==> src/rtl/kronos_types.sv <==
// kronos_types: shared types and constants for the Kronos program buffer
package kronos_types;

    typedef logic [31:0] instr_t;

    typedef enum logic [2:0] {IDLE, LOAD, ARMED, RUN, DONE} prog_state_e;

    typedef enum logic [1:0] {RD_NONE, RD_SLOT, RD_NOP, RD_SPIN} rd_sel_e;

    localparam instr_t INSTR_NOP  = 32'h0000_0013;
    localparam instr_t INSTR_SPIN = 32'h0000_006F;

endpackage

==> src/rtl/kronos_prog_mem.sv <==
// kronos_prog_mem: DEPTH x 32 program storage, one write port, registered read port
module kronos_prog_mem
    import kronos_types::*;
#(
    parameter int DEPTH = 32,
    parameter int PTR_W = $clog2(DEPTH)
) (
    input  logic             clk,
    input  logic             we,
    input  logic [PTR_W-1:0] waddr,
    input  instr_t           wdata,
    input  logic [PTR_W-1:0] raddr,
    output instr_t           rdata
);

    instr_t slots [DEPTH];

    // write on accept; read every cycle so data lines up with the following ack
    always_ff @(posedge clk) begin
        if (we) slots[waddr] <= wdata;
        rdata <= slots[raddr];
    end

endmodule

==> src/rtl/kronos_prog_buffer.sv <==
// kronos_prog_buffer: loadable program RAM answering the Kronos instruction-fetch port
module kronos_prog_buffer
    import kronos_types::*;
#(
    parameter int          DEPTH     = 32,
    parameter logic [31:0] BASE_ADDR = 32'h0000_0000
) (
    input  logic        clk,
    input  logic        rst,
    input  logic        load_valid,
    output logic        load_ready,
    input  instr_t      load_data,
    input  logic        load_last,
    input  logic        start,
    input  logic        abort,
    input  logic [31:0] instr_addr,
    input  logic        instr_req,
    output instr_t      instr_data,
    output logic        instr_ack,
    output logic        busy,
    output logic        done,
    output logic        error,
    output logic [15:0] fetch_count
);

    localparam int PTR_W = $clog2(DEPTH);
    localparam logic [PTR_W:0] LEN_MAX = (PTR_W+1)'(DEPTH);

    prog_state_e      state;
    rd_sel_e          rd_sel;
    logic [PTR_W-1:0] wr_ptr;
    logic [PTR_W:0]   prog_len;
    logic [31:0]      off;
    logic [PTR_W-1:0] idx;
    logic             bad_addr;
    logic             past_end;
    logic             store;
    logic             capture;
    instr_t           mem_rdata;

    // address decode, load handshake and status outputs
    always_comb begin
        off        = instr_addr - BASE_ADDR;
        idx        = off[PTR_W+1:2];
        bad_addr   = off[1:0] != 2'b00 || off[31:PTR_W+2] != '0;
        past_end   = {1'b0, idx} >= prog_len;
        load_ready = (state == IDLE || state == LOAD) && prog_len < LEN_MAX;
        store      = load_valid && load_ready;
        capture    = (state == RUN || state == DONE) && instr_req && !instr_ack;
        busy       = state == RUN;
        done       = state == DONE;
        instr_data = rd_sel == RD_SLOT ? mem_rdata :
                     rd_sel == RD_NOP  ? INSTR_NOP :
                     rd_sel == RD_SPIN ? INSTR_SPIN : '0;
    end

    // state machine, fetch response and counters; abort behaves like reset
    always_ff @(posedge clk) begin
        if (rst || abort) begin
            state       <= IDLE;
            rd_sel      <= RD_NONE;
            wr_ptr      <= '0;
            prog_len    <= '0;
            instr_ack   <= 1'b0;
            error       <= 1'b0;
            fetch_count <= '0;
        end else begin
            instr_ack <= capture;
            rd_sel    <= !capture        ? RD_NONE :
                         state == DONE   ? RD_SPIN :
                         bad_addr        ? RD_NOP  :
                         past_end        ? RD_SPIN : RD_SLOT;
            if (store) begin
                wr_ptr   <= wr_ptr + 1'b1;
                prog_len <= prog_len + 1'b1;
                state    <= load_last ? ARMED : LOAD;
            end else if (state == ARMED && start) begin
                state <= RUN;
            end else if (capture && state == RUN && !bad_addr && past_end) begin
                state <= DONE;
            end
            if (capture && state == RUN) begin
                error       <= error | bad_addr;
                fetch_count <= fetch_count + (fetch_count != 16'hFFFF ? 16'd1 : 16'd0);
            end
        end
    end

    kronos_prog_mem #(.DEPTH(DEPTH), .PTR_W(PTR_W)) mem (
        .clk   (clk),
        .we    (store),
        .waddr (wr_ptr),
        .wdata (load_data),
        .raddr (idx),
        .rdata (mem_rdata)
    );

endmodule

==> config.mk <==
export PLATFORM = sky130hd
export DESIGN_NAME = kronos_prog_buffer
export DESIGN_NICKNAME = d
export VERILOG_FILES = /design/src/rtl/kronos_types.sv /design/src/rtl/kronos_prog_mem.sv /design/src/rtl/kronos_prog_buffer.sv
export SDC_FILE = /design/constraint.sdc
export NUM_CORES = 1
export LEC_CHECK = 0
export CORE_MARGIN = 2
export CORE_UTILIZATION = 40
export DETAILED_ROUTE_END_ITERATION = 8
export GPL_ROUTABILITY_DRIVEN = 0
export PLACE_DENSITY = 0.6
export RECOVER_POWER = 25
export SYNTH_ARGS = -nofsm -noshare
export SYNTH_HDL_FRONTEND = slang
export SYNTH_HIERARCHICAL = 1
export SYNTH_SLANG_ARGS = --single-unit
==> constraint.sdc <==
create_clock -name clk -period 3.5 [get_ports clk]
set_clock_uncertainty 0.2 [all_clocks]
set_input_delay 0.7 -clock clk [delete_from_list [all_inputs] [get_ports clk]]
set_output_delay 0.7 -clock clk [all_outputs]
set_load 0.005 [all_outputs]
==> qor.yml <==
status: "complete, but fails checks"
failed_checks: "capacitance limit, slew limit"
holdPathStages: 2
required_ns: 2.60
path_clk_slew_ns: 0.06
htreeDepth: 3
antenna_found_initial: 10
yosysSeqAreaShare: 0.756
drt_pass1_iterations: 6
syn2layout_area_growth_pct: 18.3
relSlewSlack: -0.105
finalSetupViolations: 0
maxCapViolations: 3
critPathMaxFanout: 26
fin_crit_sh: 0.979
drt_wl_total_um: 107000
worst-setup-path-type: "flop to output pin"
core_area_um2: 105000
grt_pass1_wl_um: 157000
yosysWarnings: 6
worst_pin_slew_ns: 1.66
max_freq_ghz: 0.292
fillers: 8698
ys_types: 44
final_cell_mix: "edfxtp_1 (1,024), mux2i_1 (512), nand2_1 (118)"
hold_violations: 0
cts_resized: 0
final_max_slew_viol_count: 99
clk_path_buf_depth: 3
finalPower_mw: 27.1
drive_gt1_frac: 0.117
cts_setup_buffers: 0
r2r-end: "fetch_count[14]$_SDFFE_PP0P_"
chipWidth_um: 330
cts.root.buffer_cell: "clkbuf_16"
detailed_place_hpwl_um: 61100
syn_nets: 2582
viasPerCell: 5.45
yosys.area.top_type: "edfxtp_1"
final_common_cell: "edfxtp_1"
wire_per_inst_um: 25.3
ys_ff_latch: 1090
fp.dieH_um: 330
cts.sinks: 1090
reg2regPathDepth: 9
dr_total_vias: 23100
row_count: 119
netlist_top_cells_area: "edfxtp_1 (72%), mux2i_1 (12%), dfxtp_1 (3.1%), a22oi_1 (1.7%), a22o_1 (1.3%)"
initial_utilization: 0.403
power.density_nw_per_um2: 539
reg2reg_from: "fetch_count[9]$_SDFFE_PP0P_"
crit_slowest_cell: "clkdlybuf4s50_1"
async_flop_share: 0
max_stage_delay_ns: 0.56
grt_max_degree: 67
syn_inst: 2502
cts_made_buffers: 107
endpoint_kind: "output pin"
regArea_um2: 32100
multi_input_area_um2: 9780
cp_cell_sequence: "nor2b_4 > buf_12 > nand2_1 > o21ai_0 > clkdlybuf4s50_1"
first_global_vias: 23500
groute.usage.overall: 0.196
hold_buffers: 0
dr.first_iter.drc_count: 2124
r2r_slack_ns: 0.59
drc_errors: 0
min_from: "error$_SDFFE_PP0P_"
synth-edff-count: 1024
yosysTopAreaCellShare: 0.725
dieArea_um2: 109000
io_buffers: 123
pin_count: 124
synth_area_um2: 42400
crit_path_start_kind: "flop"
utilization: 0.476
syn_avg_cell_area_um2: 17.0
hold_path_end: "error$_SDFFE_PP0P_"
hold_path_class: "flop to flop"
worstPathArrival_ns: 2.53
postRouteAntennaNets: 0
insertion_delay_ns: 0.68
p_leak_nw: 17.3
finalNetCount: 2823
ir_worst_vdd_uv: 382
cts_tree: "yes"
grt-ovfl-total: 0
period_minus_slack_ns: 3.43
synth-main-ff-cell: "edfxtp_1"
## synthesized netlist by cell type, types with 8 or more instances
master / count
buf_2: 27
a31oi_1: 33
nand4_1: 8
mux2i_1: 512
o21ai_0: 15
a22oi_1: 96
nor3_1: 36
nor4_1: 10
xnor2_1: 12
nand2_1: 119
or3_1: 8
a22o_1: 64
inv_1: 13
dfxtp_1: 66
buf_6: 15
edfxtp_1: 1024
ha_1: 9
nand3_1: 107
buf_4: 34
clkbuf_1: 51
a21oi_1: 109
nor2_1: 55
and2_1: 27
## through the flow
step           setup WS [ns]  std cells  hold WS, ns  setup TNS (ns)  cell area, µm²
2_1_floorplan         -0.235       2502        0.242          -59.22           42400
3_3_place_gp           0.266       4025        0.243               0           46700
3_5_place_dp           0.321       4025        0.247               0           46700
4_1_cts               0.0446       4228        0.257               0           50200
5_1_grt             -0.00292       4231        0.302        -0.00292           50200
6_report              0.0739       4232        0.262               0           50200
## flip-flops by register name, summed over array words and instances, names as in the netlist
signal,flops
error,1
mem/slots,1024
wr_ptr,5
mem/rdata,32
instr_ack,1
fetch_count,16
prog_len,6
rd_sel,2
state,3
## layout make-up
class,count,area share
clock buffers,148,0.0597
clock inverters,55,0.0106
diodes,4,0.000200
repair buffers,267,0.0594
inverters,13,0.000973
flip-flops and latches,1090,0.639
multi-input cells,1264,0.195
well taps,1391,0.0347
## power by group
group          internal [mW]  total [mW]  switching [mW]
sequential              14.3        14.4          0.0636
clock                   6.58        11.4            4.78
combinational          0.480        1.28           0.800
total                   21.4        27.1            5.65
## worst max-delay path by stage
stage / from / endpoint / cells after the start
after floorplan: state[1]$_SDFFE_PP0P_ / mem/slots[28][0]$_DFFE_PP_ / 8
after global placement: load_valid / mem/slots[16][20]$_DFFE_PP_ / 6
after detailed placement: load_valid / mem/slots[12][15]$_DFFE_PP_ / 6
after CTS: rd_sel[0]$_SDFF_PP0_ / instr_data[4] / 5
after global routing: rd_sel[0]$_SDFF_PP0_ / instr_data[4] / 5
final: rd_sel[0]$_SDFF_PP0_ / instr_data[4] / 5
## critical path, delay by kind of cell, from the launching register on
kind,cells,cell delay [ns]
buffers and inverters,2,0.78
flip-flops,1,0.46
AND/OR/NAND/NOR,2,0.42
AO/OA/AOI/OAI,1,0.17
## logic make-up (layout without fill, tap and decap cells)
kind of cell	count (synthesis)	in the layout	share of synthesized area
DFF	1090	1090	0.756
adders and majority gates	9	9	0.00265
other	0	4	0
buffers and inverters	148	483	0.0198
and+or+nand+nor	398	398	0.0454
muxes	512	512	0.121
AOI/OAI and AO/OA	329	329	0.0519
xor gates and xnor gates	16	16	0.00330
## per-layer routing
metal	track usage	share of wire	vias to the layer above
met1	0.261	0.42	11800
met3	0.0388	0.065	193
met2	0.323	0.49	756
li1	-	-	10300
met5	0	0.00046	-
met4	0.0673	0.032	8
Power figures use the tool's default switching activity.
